File: config.mk
export PLATFORM = sky130hd
export DESIGN_NAME = mem_stage
export DESIGN_NICKNAME = d
export VERILOG_FILES = /design/src/rtl/mem_stage_pkg.sv /design/src/rtl/mem_stage_load_extend.sv /design/src/rtl/mem_stage.sv
export SDC_FILE = /design/constraint.sdc
export NUM_CORES = 1
export LEC_CHECK = 0
export CORE_MARGIN = 2
export CORE_UTILIZATION = 54
export CTS_CLUSTER_DIAMETER = 60
export CTS_CLUSTER_SIZE = 30
export DETAILED_ROUTE_END_ITERATION = 8
export DONT_BUFFER_PORTS = 1
export HOLD_SLACK_MARGIN = 0.02
export PLACE_DENSITY_LB_ADDON = 0.2
export SLEW_MARGIN = 30
export SYNTH_ARGS = -nofsm -noshare
export SYNTH_HDL_FRONTEND = slang
export SYNTH_SLANG_ARGS = --single-unit
File: constraint.sdc
create_clock -name clk -period 6.7 [get_ports clk]
set_clock_uncertainty 0.1 [all_clocks]
set_input_delay 1.34 -clock clk [delete_from_list [all_inputs] [get_ports clk]]
set_output_delay 1.34 -clock clk [all_outputs]
set_load 0.02 [all_outputs]
File: src/rtl/mem_stage_pkg.sv
// mem_stage_pkg
//   Shared constants for the MEM pipeline stage: opcode and funct3 codes
//   for loads/stores, the 2-bit FSM state encodings, and a helper that
//   maps (load/store, funct3) to the index of the last byte to transfer.
package mem_stage_pkg;

  localparam logic [6:0] INST_LOAD  = 7'b0000011;
  localparam logic [6:0] INST_STORE = 7'b0100011;

  localparam logic [2:0] FUNCT3_LB  = 3'b000;
  localparam logic [2:0] FUNCT3_LH  = 3'b001;
  localparam logic [2:0] FUNCT3_LW  = 3'b010;
  localparam logic [2:0] FUNCT3_LBU = 3'b100;
  localparam logic [2:0] FUNCT3_LHU = 3'b101;
  localparam logic [2:0] FUNCT3_SB  = 3'b000;
  localparam logic [2:0] FUNCT3_SH  = 3'b001;
  localparam logic [2:0] FUNCT3_SW  = 3'b010;

  localparam logic [1:0] MEM_STATE_IDLE  = 2'd0;
  localparam logic [1:0] MEM_STATE_READ  = 2'd1;
  localparam logic [1:0] MEM_STATE_RWAIT = 2'd2;
  localparam logic [1:0] MEM_STATE_WRITE = 2'd3;

  typedef enum logic [1:0] {
    ST_IDLE  = MEM_STATE_IDLE,
    ST_READ  = MEM_STATE_READ,
    ST_RWAIT = MEM_STATE_RWAIT,
    ST_WRITE = MEM_STATE_WRITE
  } mem_state_e;

  // Index of the last byte (N-1). Any funct3 not naming a byte or half
  // access is handled as a full word.
  function automatic logic [1:0] last_byte_idx(input logic is_store,
                                               input logic [2:0] f3);
    logic [1:0] idx;
    idx = 2'd3;
    if (is_store) begin
      case (f3)
        FUNCT3_SB: idx = 2'd0;
        FUNCT3_SH: idx = 2'd1;
        default:   idx = 2'd3;
      endcase
    end else begin
      case (f3)
        FUNCT3_LB, FUNCT3_LBU: idx = 2'd0;
        FUNCT3_LH, FUNCT3_LHU: idx = 2'd1;
        default:               idx = 2'd3;
      endcase
    end
    return idx;
  endfunction

endpackage

File: src/rtl/mem_stage_load_extend.sv
// mem_stage_load_extend
//   Combinational sign/zero extension of an assembled little-endian load.
//   raw_i    : assembled bytes, byte k in raw_i[8k+7:8k]
//   funct3_i : load width/signedness
//   data_o   : extended 32-bit result (unknown funct3 passes the word through)
module mem_stage_load_extend
  import mem_stage_pkg::*;
(
  input  logic [31:0] raw_i,
  input  logic [2:0]  funct3_i,
  output logic [31:0] data_o
);

  always_comb begin
    data_o = raw_i;
    case (funct3_i)
      FUNCT3_LB:  data_o = {{24{raw_i[7]}}, raw_i[7:0]};
      FUNCT3_LBU: data_o = {24'h0, raw_i[7:0]};
      FUNCT3_LH:  data_o = {{16{raw_i[15]}}, raw_i[15:0]};
      FUNCT3_LHU: data_o = {16'h0, raw_i[15:0]};
      default:    data_o = raw_i;
    endcase
  end

endmodule

File: src/rtl/mem_stage.sv
// mem_stage
//   Pipeline MEM stage. Accepts an EX bundle when idle, performs byte-serial
//   loads/stores over a single byte-wide RAM port (1-cycle read latency),
//   and emits a registered one-cycle writeback pulse.
//   Ports:
//     clk, rst                    : clock, async active-high reset
//     ex_valid_i / ex_ready_o     : EX handshake (ready == idle)
//     wd_i, wreg_i, wdata_i       : destination reg, write enable, ALU result
//     mem_addr_i, store_data_i    : effective byte address, store value
//     inst_i                      : instruction (opcode, funct3 used)
//     mem_din_i                   : RAM read byte
//     mem_dout_o, mem_a_o, mem_wr_o : RAM write byte, address, write strobe
//     wb_valid_o, wd_o, wreg_o, wdata_o : writeback bundle
//     stall_req_o                 : busy, to pipeline control
//
//   state  | meaning
//   IDLE   | ready for a bundle; ALU results retire from here in one cycle
//   READ   | presenting load address addr+idx, capturing byte idx-1
//   RWAIT  | capturing last load byte, writing back the extended result
//   WRITE  | strobing store byte idx to addr+idx
module mem_stage
  import mem_stage_pkg::*;
#(
  parameter int ADDR_WIDTH     = 32,
  parameter int REG_ADDR_WIDTH = 5
) (
  input  logic                      clk,
  input  logic                      rst,
  input  logic                      ex_valid_i,
  output logic                      ex_ready_o,
  input  logic [REG_ADDR_WIDTH-1:0] wd_i,
  input  logic                      wreg_i,
  input  logic [31:0]               wdata_i,
  input  logic [ADDR_WIDTH-1:0]     mem_addr_i,
  input  logic [31:0]               store_data_i,
  input  logic [31:0]               inst_i,
  input  logic [7:0]                mem_din_i,
  output logic [7:0]                mem_dout_o,
  output logic [ADDR_WIDTH-1:0]     mem_a_o,
  output logic                      mem_wr_o,
  output logic                      wb_valid_o,
  output logic [REG_ADDR_WIDTH-1:0] wd_o,
  output logic                      wreg_o,
  output logic [31:0]               wdata_o,
  output logic                      stall_req_o
);

  mem_state_e                state_q;
  logic [1:0]                idx_q;
  logic [1:0]                last_q;
  logic [ADDR_WIDTH-1:0]     addr_q;
  logic [3:0][7:0]           sdata_q;
  logic [3:0][7:0]           raw_q;
  logic [2:0]                funct3_q;
  logic [REG_ADDR_WIDTH-1:0] rd_q;
  logic                      rd_wreg_q;

  logic                      wb_valid_q;
  logic [REG_ADDR_WIDTH-1:0] wd_q;
  logic                      wreg_q;
  logic [31:0]               wdata_q;

  logic [6:0]                opcode;
  logic [2:0]                funct3;
  logic [3:0][7:0]           raw_full;
  logic [31:0]               load_word;
  logic                      unused_inst_bits;

  assign opcode           = inst_i[6:0];
  assign funct3           = inst_i[14:12];
  assign unused_inst_bits = ^{inst_i[31:15], inst_i[11:7]};

  // In RWAIT the last byte is still on mem_din_i; merge it so the
  // extended result can be registered in the same cycle.
  always_comb begin
    raw_full         = raw_q;
    raw_full[last_q] = mem_din_i;
  end

  mem_stage_load_extend u_load_extend (
    .raw_i    (raw_full),
    .funct3_i (funct3_q),
    .data_o   (load_word)
  );

  // RAM port is driven from state so reset removes the strobe at once.
  always_comb begin
    mem_wr_o   = 1'b0;
    mem_a_o    = '0;
    mem_dout_o = '0;
    if (state_q == ST_READ || state_q == ST_WRITE) begin
      mem_a_o = addr_q + ADDR_WIDTH'(idx_q);
    end
    if (state_q == ST_WRITE) begin
      mem_wr_o   = 1'b1;
      mem_dout_o = sdata_q[idx_q];
    end
  end

  always_ff @(posedge clk or posedge rst) begin
    if (rst) begin
      state_q    <= ST_IDLE;
      idx_q      <= '0;
      last_q     <= '0;
      addr_q     <= '0;
      sdata_q    <= '0;
      raw_q      <= '0;
      funct3_q   <= '0;
      rd_q       <= '0;
      rd_wreg_q  <= 1'b0;
      wb_valid_q <= 1'b0;
      wd_q       <= '0;
      wreg_q     <= 1'b0;
      wdata_q    <= '0;
    end else begin
      wb_valid_q <= 1'b0;
      case (state_q)
        ST_IDLE: begin
          if (ex_valid_i) begin
            addr_q    <= mem_addr_i;
            sdata_q   <= store_data_i;
            funct3_q  <= funct3;
            rd_q      <= wd_i;
            rd_wreg_q <= wreg_i;
            raw_q     <= '0;
            idx_q     <= '0;
            if (opcode == INST_LOAD) begin
              state_q <= ST_READ;
              last_q  <= last_byte_idx(1'b0, funct3);
            end else if (opcode == INST_STORE) begin
              state_q <= ST_WRITE;
              last_q  <= last_byte_idx(1'b1, funct3);
            end else begin
              wb_valid_q <= 1'b1;
              wd_q       <= wd_i;
              wreg_q     <= wreg_i && (wd_i != '0);
              wdata_q    <= wdata_i;
            end
          end
        end
        ST_READ: begin
          // Byte for the previous address arrives one cycle late.
          if (idx_q != 2'd0) begin
            raw_q[idx_q - 2'd1] <= mem_din_i;
          end
          if (idx_q == last_q) begin
            state_q <= ST_RWAIT;
          end else begin
            idx_q <= idx_q + 2'd1;
          end
        end
        ST_RWAIT: begin
          state_q    <= ST_IDLE;
          wb_valid_q <= 1'b1;
          wd_q       <= rd_q;
          wreg_q     <= rd_wreg_q && (rd_q != '0);
          wdata_q    <= load_word;
        end
        ST_WRITE: begin
          if (idx_q == last_q) begin
            state_q    <= ST_IDLE;
            wb_valid_q <= 1'b1;
            wd_q       <= rd_q;
            wreg_q     <= 1'b0;
          end else begin
            idx_q <= idx_q + 2'd1;
          end
        end
        default: state_q <= ST_IDLE;
      endcase
    end
  end

  assign ex_ready_o  = (state_q == ST_IDLE);
  assign stall_req_o = (state_q != ST_IDLE);
  assign wb_valid_o  = wb_valid_q;
  assign wd_o        = wd_q;
  assign wreg_o      = wreg_q;
  assign wdata_o     = wdata_q;

endmodule

==> results of run 1 <==
## per-stage QoR
stage               hold slack, ns  power [mW]
detailed placement           0.371        2.39
global route                 0.408        3.60
CTS                          0.387        3.42
floorplan                    0.353        2.20
finish                       0.383        3.41
global placement             0.369        2.33
## layer usage
layer	GRT usage [%]	vias to the layer above	routed length [um]
li1	-	2440	-
met1	30.2	2625	7080
met2	38.8	187	8650
met3	8.04	24	1380
met4	9.12	0	353
met5	0	-	0
## cell usage after synthesis, drive strengths merged
library cell  count  area share [%]
a2111oi           1            0.12
a211oi           15             1.5
a21o              4            0.40
a21oi            28             1.9
a221oi            1            0.20
a22o             24             2.8
a311oi            1            0.12
a31oi             1           0.083
and2             28             2.3
and3             18             1.5
and3b             1            0.12
and4              1            0.12
buf              15            0.93
clkbuf           28             1.4
dfrtp           150              50
fa                1            0.26
ha                6            0.99
inv              14            0.69
mux2             80              12
mux2i            33             4.4
mux4              8             2.4
nand2            52             2.6
nand2b            6            0.50
nand3            10            0.79
nand3b            4            0.45
nand4             7            0.58
nor2             16            0.79
nor2b            12            0.99
nor3              4            0.26
nor3b             5            0.50
nor4              5            0.41
o211ai            1           0.099
o21a              1           0.099
o21ai            19             1.3
o22ai            24             2.0
o31ai            12             1.2
or2               2            0.17
or3               6            0.50
or3b              1            0.12
or4              16             1.6
xnor2            10             1.2
xor2              4            0.46
## layout make-up
| class | instances | area (um^2) |
|---|---|---|
| antenna | 1 | 2.50 |
| clock buffer | 25 | 495 |
| clock inverter | 7 | 141 |
| fill | 1151 | 5410 |
| inverter | 14 | 57.6 |
| multi-input combinational | 468 | 3630 |
| sequential | 150 | 3750 |
| tap | 180 | 225 |
| timing repair buffer | 5 | 57.6 |
## path summary, 6_finish.rpt
| check | startpoint | to | slack [ns] | cells past startpoint |
|---|---|---|---|---|
| worst max-delay path | idx_q[1] | mem_a_o[30] | 1.09 | 6 |
| worst min-delay path | raw_q[29] | raw_q[29] | 0.38 | 1 |
| worst max register to register | state_q[1] | sdata_q[30] | 4.11 | 4 |
| worst min register to register | raw_q[29] | raw_q[29] | 0.38 | 1 |
| max in group asynchronous | rst | sdata_q[14] | 4.36 | 2 |
| min in group asynchronous | rst | wdata_o[28] | 0.83 | 1 |
## worst reg2reg max path, stage by stage (launching register included)
cell and delay, ns:
sky130_fd_sc_hd__dfrtp_1 0.59, sky130_fd_sc_hd__nor2_1 0.55, sky130_fd_sc_hd__and2_4 0.49, sky130_fd_sc_hd__buf_16 0.31, sky130_fd_sc_hd__mux2_2 0.43
## power groups by stage
| stage | registers, mW | clock network, mW | logic (mW) |
|---|---|---|---|
| CTS | 1.60 | 1.04 | 0.780 |
| detailed placement | 1.61 | 0 | 0.776 |
| finish | 1.60 | 1.02 | 0.784 |
| floorplan | 1.52 | 0 | 0.682 |
| global placement | 1.60 | 0 | 0.737 |
| global route | 1.64 | 1.08 | 0.875 |
## logic make-up after synthesis
group                    Yosys count  synth area share, %
AO/OA/AOI/OAI                    132                 11.7
XOR/XNOR                          14                 1.62
adder cells (fa/ha/maj)            7                 1.26
buffers and inverters             57                 3.01
flip-flops                       150                 49.6
multiplexers                     121                 18.6
AND/OR/NAND/NOR                  194                 14.2
## state kept, by name (all words and copies together) (netlist names)
signal and flops:
sdata_q 32, addr_q 32, funct3_q 3, last_q 2, wdata_o 32, wb_valid_o 1, rd_wreg_q 1, wd_o 5
idx_q 2, rd_q 5, raw_q 32, wreg_o 1, state_q 2
==> run summary, run 1 <==
Longest Clk Path Bufs -> 2
Std-Cell Core Area -> 0.0138 mm^2
Slew Limit Fails -> 0
First DRT Iteration DRCs -> 288
First-pass detailed-route iteration total -> 6
Min-delay worst type -> reg2reg
Final total negative setup slack -> 0 ns
Synth-to-Final Area Change -> 10.5%
WL per Instance -> 20.5 um
Global-route wire length before repair -> 27.8 mm
P_int -> 2.25 mW
Final count of hold timing violations -> 0
Most common cell on crit path -> sky130_fd_sc_hd__or4_1
Switch Pwr -> 1.16 mW
Net count after synthesis -> 827
Syn Inst Count -> 675
Routed Antenna Nets -> 0
Final-report setup violation count -> 0
Flip-flop and latch count after synthesis -> 150
Clock root buffer -> sky130_fd_sc_hd__clkbuf_16
H-tree levels -> 4
Number of vias in the routed layout -> 5276
Placer's final routability congestion estimate -> 0.798
Die X-Extent -> 122 um
Number of sinks handled by clock tree synthesis -> 150
Number of standard cells in the final layout excluding fillers -> 850
Result of the run -> finished clean
Net count reported at finish -> 808
Number of resized instances in the post-cts repair step -> 0
Clk network pwr share -> 30.1%
Reg power frac -> 46.9%
Power share of the combinational group -> 23.0%
Summed area of non-filler cells in the final layout -> 0.00837 mm^2
Most common cell after layout, fill and taps aside -> sky130_fd_sc_hd__dfrtp_1
Share of final-layout standard cells stronger than drive strength 1 -> 19.1%
Max VDD drop -> 202 uV
Initial antenna violation count -> 1
Actual transition at the worst max-transition pin -> 0.967 ns
Max Cap Viol -> 0
Leftover overflow at the end of global routing -> 0
Kind of end point of the critical path -> primary output
Sw Share -> 33.9%
Worst Setup Start Kind -> flip-flop
Worst path slowest cell -> sky130_fd_sc_hd__or4_1
Clock slew at the register clock pins of the worst setup and hold paths -> 0.06 ns
Minimum period implied by the final worst setup slack -> 5.61 ns
Number of distinct library cell variants in the gate-level netlist after synthesis -> 47
Number of global-route vias before repair -> 5257
Worst path arrival time -> 4.17 ns
List of cells traversed by the critical path -> inv_1 > fa_1 > nand3b_2 > or4_1 > or4_1 > a21oi_1
Initial core utilization -> 55.0%
Sequential fraction of the synthesis area -> 49.6%
Total power divided by cell area -> 407 mW/mm^2
Die outline height -> 122 um
F_max -> 178 MHz
Cell total after placement -> 816
Number of warnings printed during yosys synthesis -> 0
Static power due to leakage -> 3.43 nW
Area of the mapped netlist -> 0.00757 mm^2
Number of buffers inserted by post-CTS setup repair -> 0
Via density -> 6.21
DRC violations left -> 0
Worst endpoint required time -> 5.26 ns
Largest net degree at the start of global routing -> 92
Share of the core filled with cells -> 60.8%
Final Worst Setup Slack -> 1.09 ns
Average footprint of a synthesized cell -> 11.2 um^2
Crit-path max cell delay -> 0.83 ns
Leading cell types in the layout, fill and taps excluded -> sky130_fd_sc_hd__dfrtp_1, sky130_fd_sc_hd__mux2_2, sky130_fd_sc_hd__nand2_1, sky130_fd_sc_hd__mux2i_1, sky130_fd_sc_hd__a21oi_1
Clock network latency to the later pin of the worst-skew pair -> 0.42 ns
Global Route Usage Sum -> 24.1%
Dpl cell area -> 0.00768 mm^2
Number of I/O pins -> 227
Relative max-transition margin -> 35.5%
Unrepaired setup endpoints after global routing -> false
Cell row count -> 43
Number of port buffers -> 0
TritonCTS clock tree -> done
Cell class contributing the biggest share of worst-path delay -> simple AND/OR/NAND/NOR gates
Setup Crit Path Kind -> reg2out
Maximum fanout along the worst path -> 18
Period utilization -> 83.8%
TritonCTS buffer count -> 17
Buffering stage count on the worst path with inverters included -> 1
Final routed wirelength across all metal layers -> 17.5 mm
Hold buffer count at cts -> 0
Area of the die -> 0.0150 mm^2
Pre-CTS setup slack -> 1.51 ns
Sum of net half-perimeters after detailed placement -> 12.2 mm
Power figures use the tool's default switching activity.
==> run 2, diff against run 1 <==
- clock period: 6.7 -> 5.6 ns (I/O delays scaled with it)
==> run 2 against run 1 <==
Compared with the run above:
- die area did not move
- combinational power rose by 18%
- critical path depth rose by 1
- largest power group unchanged
- first-iteration DRC count rose by 6.6%
- register-to-register slack got worse by 1.1 ns
- sequential power rose by 19%
- total power rose by 15%
- sequential share of layout area rose by 0.45 points
- clock-buffer cell count fell by 3
- critical path type unchanged
- critical endpoint is now mem_a_o[18]
- clock power rose by 4%
- highest routed layer unchanged
- sequential cell count did not move
==> run summary, run 2 (synthesis results as in run 1) <==
Worst Setup Start Kind -> flip-flop
Static power due to leakage -> 3.40 nW
Number of port buffers -> 0
Result of the run -> finished clean
Total power divided by cell area -> 471 mW/mm^2
Clk network pwr share -> 27.2%
Worst endpoint required time -> 4.38 ns
Die X-Extent -> 122 um
First-pass detailed-route iteration total -> 5
N_diodes -> 0
Relative max-transition margin -> 36.3%
Placer's final routability congestion estimate -> 0.778
Switch Pwr -> 1.37 mW
Hold buffer count at cts -> 0
Clock root buffer -> sky130_fd_sc_hd__clkbuf_16
TritonCTS buffer count -> 17
Global-route wire length before repair -> 27.4 mm
Reg power frac -> 49.0%
P_int -> 2.54 mW
Period utilization -> 85.7%
Longest Clk Path Bufs -> 2
Number of vias in the routed layout -> 5293
Initial antenna violation count -> 1
Share of final-layout standard cells stronger than drive strength 1 -> 19.3%
Initial core utilization -> 55.0%
TritonCTS clock tree -> done
Clock slew at the register clock pins of the worst setup and hold paths -> 0.06 ns
Max Cap Viol -> 0
Die outline height -> 122 um
Min-delay worst type -> reg2reg
Number of resized instances in the post-cts repair step -> 0
Final count of hold timing violations -> 0
Global Route Usage Sum -> 23.5%
Actual transition at the worst max-transition pin -> 0.955 ns
Synth-to-Final Area Change -> 9.44%
Final routed wirelength across all metal layers -> 17.2 mm
Area of the die -> 0.0150 mm^2
F_max -> 208 MHz
Number of sinks handled by clock tree synthesis -> 150
Setup Crit Path Kind -> reg2out
Number of buffers inserted by post-CTS setup repair -> 0
Cell row count -> 43
WL per Instance -> 20.3 um
Kind of end point of the critical path -> primary output
First DRT Iteration DRCs -> 307
Leftover overflow at the end of global routing -> 0
Beginning of the worst register-to-register path -> last_q[0]
Minimum period implied by the final worst setup slack -> 4.80 ns
Sum of net half-perimeters after detailed placement -> 12.1 mm
Net count reported at finish -> 809
Std-Cell Core Area -> 0.0138 mm^2
Hold path start -> raw_q[29]
Leading cell types in the layout, fill and taps excluded -> sky130_fd_sc_hd__dfrtp_1, sky130_fd_sc_hd__mux2_2, sky130_fd_sc_hd__nand2_1, sky130_fd_sc_hd__mux2i_1, sky130_fd_sc_hd__a21oi_1
Maximum fanout along the worst path -> 18
Sw Share -> 35.0%
Worst setup path startpoint -> idx_q[0]
Number of inserted filler cells in the final layout -> 1181
Max VDD drop -> 268 uV
Most common cell after layout, fill and taps aside -> sky130_fd_sc_hd__dfrtp_1
Via density -> 6.23
Largest net degree at the start of global routing -> 105
Number of global-route vias before repair -> 5238
Worst hold margin -> 0.383 ns
Final-report setup violation count -> 0
H-tree levels -> 4
Routed Antenna Nets -> 0
Unrepaired setup endpoints after global routing -> false
Power share of the combinational group -> 23.8%
DRC violations left -> 0
Worst path arrival time -> 3.58 ns
Slew Limit Fails -> 0
Clock network latency to the later pin of the worst-skew pair -> 0.41 ns
Number of I/O pins -> 227
Final total negative setup slack -> 0 ns
## run 2: changes by cell type in the layout (fill, tap and decap cells not counted)
cell                         delta
sky130_fd_sc_hd__buf_4          +1
sky130_fd_sc_hd__bufinv_16      -3
sky130_fd_sc_hd__o31ai_1        +1
sky130_fd_sc_hd__inv_6          -1
sky130_fd_sc_hd__clkinv_2       +4
sky130_fd_sc_hd__clkbuf_1       -2
sky130_fd_sc_hd__clkinvlp_4     +2
sky130_fd_sc_hd__clkinv_4       -1
sky130_fd_sc_hd__diode_2        -1
sky130_fd_sc_hd__inv_8          +1
sky130_fd_sc_hd__o31ai_2        -1
sky130_fd_sc_hd__clkbuf_8       -1
## run 2: metal layers
layer / GRT usage [%] / up-vias / part of all wire (%)
met5: 0 / - / 0
met2: 39.3 / 180 / 50
li1: - / 2444 / -
met4: 7.33 / 0 / 1.4
met1: 28.7 / 2648 / 40
met3: 8.27 / 21 / 8.1
## run 2: power by group through the flow
stage | logic (mW) | clock network, mW | registers, mW
2_1_floorplan | 0.816 | 0 | 1.81
3_3_place_gp | 0.882 | 0 | 1.91
3_5_place_dp | 0.924 | 0 | 1.93
4_1_cts | 0.928 | 1.09 | 1.91
5_1_grt | 1.03 | 1.13 | 1.96
6_report | 0.928 | 1.06 | 1.91
## run 2: critical path, cell delays in order, from the launching register on
cell and delay, ns:
sky130_fd_sc_hd__dfrtp_1 0.36, sky130_fd_sc_hd__ha_1 0.18, sky130_fd_sc_hd__inv_1 0.05, sky130_fd_sc_hd__fa_1 0.40, sky130_fd_sc_hd__nand3b_2 0.27, sky130_fd_sc_hd__or4_1 0.82
sky130_fd_sc_hd__or4_1 0.61, sky130_fd_sc_hd__a21oi_1 0.47
## run 2: path summary, 6_finish.rpt
| path | slack [ns] | to | depth (start not counted) |
|---|---|---|---|
| max in group asynchronous | 3.71 | sdata_q[8] | 2 |
| setup reg to reg | 3.01 | wdata_o[24] | 5 |
| min in group asynchronous | 0.57 | wdata_o[28] | 1 |
| hold / removal | 0.38 | raw_q[29] | 1 |
| setup / recovery | 0.80 | mem_a_o[18] | 7 |
| hold reg to reg | 0.38 | raw_q[29] | 1 |
## run 2: per-stage QoR
step	power (mW)	std cells	worst slack [ns]	utilization (%)	area (um^2)
global placement	2.79	816	1.33	55.7	7680
CTS	3.93	848	0.803	59.9	8250
detailed placement	2.85	817	1.27	55.9	7690
finish	3.90	849	0.803	60.2	8290
global route	4.13	849	0.590	60.2	8290
floorplan	2.63	675	0.344	-	7570
## run 2: layout make-up
| class | instances | area (um^2) | area share [%] |
|---|---|---|---|
| Sequential cell | 150 | 3750 | 45.3 |
| Multi-Input combinational cell | 468 | 3630 | 43.8 |
| Clock buffer | 22 | 474 | 5.72 |
| Tap cell | 180 | 225 | 2.72 |
| Clock inverter | 9 | 77.6 | 0.936 |
| Timing Repair Buffer | 6 | 65.1 | 0.785 |
| Inverter | 14 | 60.1 | 0.725 |
==> run 3, diff against run 2 <==
- SLEW_MARGIN: 30 -> default
==> run 3 against run 2 <==
Compared with the run above:
- global-route usage grew 0.21 points
- sequential power is essentially flat
- hold slack is essentially flat
- via count grew 1.2%
- wire length grew 1.9%
- clock power grew 17%
- design area grew 0.38%
- worst setup slack lost 0.011 ns
- register-to-register slack lost 0.34 ns
==> run summary, run 3 (synthesis results as in run 1) <==
Endpoint of the lowest-slack register-to-register path -> wdata_o[24]
Leftover overflow at the end of global routing -> 0
F_max -> 208 MHz
Min-delay worst type -> reg2reg
Final total negative setup slack -> 0 ns
Placer's final routability congestion estimate -> 0.778
Final routed wirelength across all metal layers -> 17.5 mm
Hold Path End -> raw_q[29]
Number of sinks handled by clock tree synthesis -> 150
Number of vias in the routed layout -> 5356
Unrepaired setup endpoints after global routing -> false
Final count of hold timing violations -> 0
Number of global-route vias before repair -> 5213
Relative max-transition margin -> 19.3%
Share of final-layout standard cells stronger than drive strength 1 -> 18.4%
Result of the run -> finished clean
Routed Antenna Nets -> 0
Setup Crit Path Kind -> reg2out
Total power divided by cell area -> 490 mW/mm^2
Overall power -> 4.07 mW
Dpl cell area -> 0.00768 mm^2
Number of I/O pins -> 227
Slew Limit Fails -> 0
Net count reported at finish -> 807
Max VDD drop -> 237 uV
Share of the core filled with cells -> 60.4%
Summed area of non-filler cells in the final layout -> 0.00832 mm^2
First DRT Iteration DRCs -> 394
Initial core utilization -> 55.0%
Cell row count -> 43
First-pass detailed-route iteration total -> 6
Synth-to-Final Area Change -> 9.85%
List of cells traversed by the critical path -> ha_1 > inv_1 > fa_1 > nand3b_2 > or4_1 > or4_1 > a21oi_1
Clock root buffer -> sky130_fd_sc_hd__clkbuf_16
Std-Cell Core Area -> 0.0138 mm^2
Most common cell after layout, fill and taps aside -> sky130_fd_sc_hd__dfrtp_1
Hold buffer count at cts -> 0
Crit-path max cell delay -> 0.81 ns
DRC violations left -> 0
Worst Setup Start Kind -> flip-flop
Beginning of the worst register-to-register path -> last_q[0]
Clock network latency to the later pin of the worst-skew pair -> 0.42 ns
Area of the die -> 0.0150 mm^2
TritonCTS buffer count -> 17
Global-route wire length before repair -> 27.4 mm
Minimum period implied by the final worst setup slack -> 4.81 ns
Final Worst Setup Slack -> 0.792 ns
Largest net degree at the start of global routing -> 105
TritonCTS clock tree -> done
Hold path start -> raw_q[29]
Via density -> 6.32
Actual transition at the worst max-transition pin -> 1.21 ns
Worst-case reg-to-reg path depth -> 4
Slack of the worst reg-to-reg path -> 2.67 ns
Number of port buffers -> 0
Kind of end point of the critical path -> primary output
Leading cell types in the layout, fill and taps excluded -> sky130_fd_sc_hd__dfrtp_1, sky130_fd_sc_hd__mux2_2, sky130_fd_sc_hd__nand2_1, sky130_fd_sc_hd__mux2i_1, sky130_fd_sc_hd__a21oi_1
Pre-CTS setup slack -> 1.25 ns
Worst setup path startpoint -> idx_q[0]
Period utilization -> 85.9%
Die outline height -> 122 um
Worst endpoint required time -> 4.38 ns
Clock slew at the register clock pins of the worst setup and hold paths -> 0.06 ns
Worst path slowest cell -> sky130_fd_sc_hd__or4_1
Worst path arrival time -> 3.59 ns
Initial antenna violation count -> 1
H-tree levels -> 4
Number of resized instances in the post-cts repair step -> 0
Maximum fanout along the worst path -> 18
Static power due to leakage -> 3.43 nW
N_diodes -> 0
Max Cap Viol -> 0
Global Route Usage Sum -> 23.7%
Sum of net half-perimeters after detailed placement -> 12.0 mm
Final-report setup violation count -> 0
Longest Clk Path Bufs -> 2
Most common cell on crit path -> sky130_fd_sc_hd__or4_1
Min-Delay Path Depth -> 1
WL per Instance -> 20.7 um
Die X-Extent -> 122 um
Number of buffers inserted by post-CTS setup repair -> 0
[run 3: cell types whose count changed in the layout (fill, tap and decap cells not counted), sizes merged]
cell / delta
clkinvlp: -2
buf: -2
clkbuf: +1
bufinv: +4
clkinv: -2
[run 3: power breakdown]
| part | switching [mW] | internal, mW |
|---|---|---|
| clock | 0.430 | 0.812 |
| combinational | 0.461 | 0.455 |
| sequential | 0.487 | 1.43 |
| total | 1.38 | 2.70 |
[run 3: critical path: cells and delay by family, from the launching register on]
family	cells	cell delay, ns
adder cells (fa/ha/maj)	2	0.59
buffers and inverters	1	0.06
AO/OA/AOI/OAI	1	0.50
AND/OR/NAND/NOR	3	1.67
flip-flops	1	0.36
[run 3: per-layer routing]
layer / part of all wire (%) / track usage, % / routed length [um]
met1: 40 / 29.2 / 6980
met2: 50 / 38.7 / 8790
met3: 8.1 / 7.90 / 1420
met4: 1.9 / 9.41 / 335
met5: 0 / 0 / 0
[run 3: area by class of cell]
class                   count  area [um^2]
clock buffers              23          468
fillers                  1196         5460
repair buffers              4         30.0
inverters                  14         57.6
multi-input cells         468         3610
clock inverters             9          173
flip-flops and latches    150         3750
well taps                 180          225
[run 3: metrics by stage]
| step | hold slack [ns] | instances |
|---|---|---|
| 6_report | 0.383 | 848 |
| 3_5_place_dp | 0.371 | 816 |
| 2_1_floorplan | 0.353 | 675 |
| 3_3_place_gp | 0.369 | 816 |
| 5_1_grt | 0.406 | 848 |
| 4_1_cts | 0.388 | 848 |
[run 3: how the worst max path moves through the flow]
stage,to,slack (ns)
after CTS,mem_a_o[30],0.78
final,mem_a_o[30],0.79
after detailed placement,mem_a_o[30],1.25
after floorplan,addr_q[0],0.34
after global routing,mem_a_o[30],0.62
after global placement,mem_a_o[30],1.33
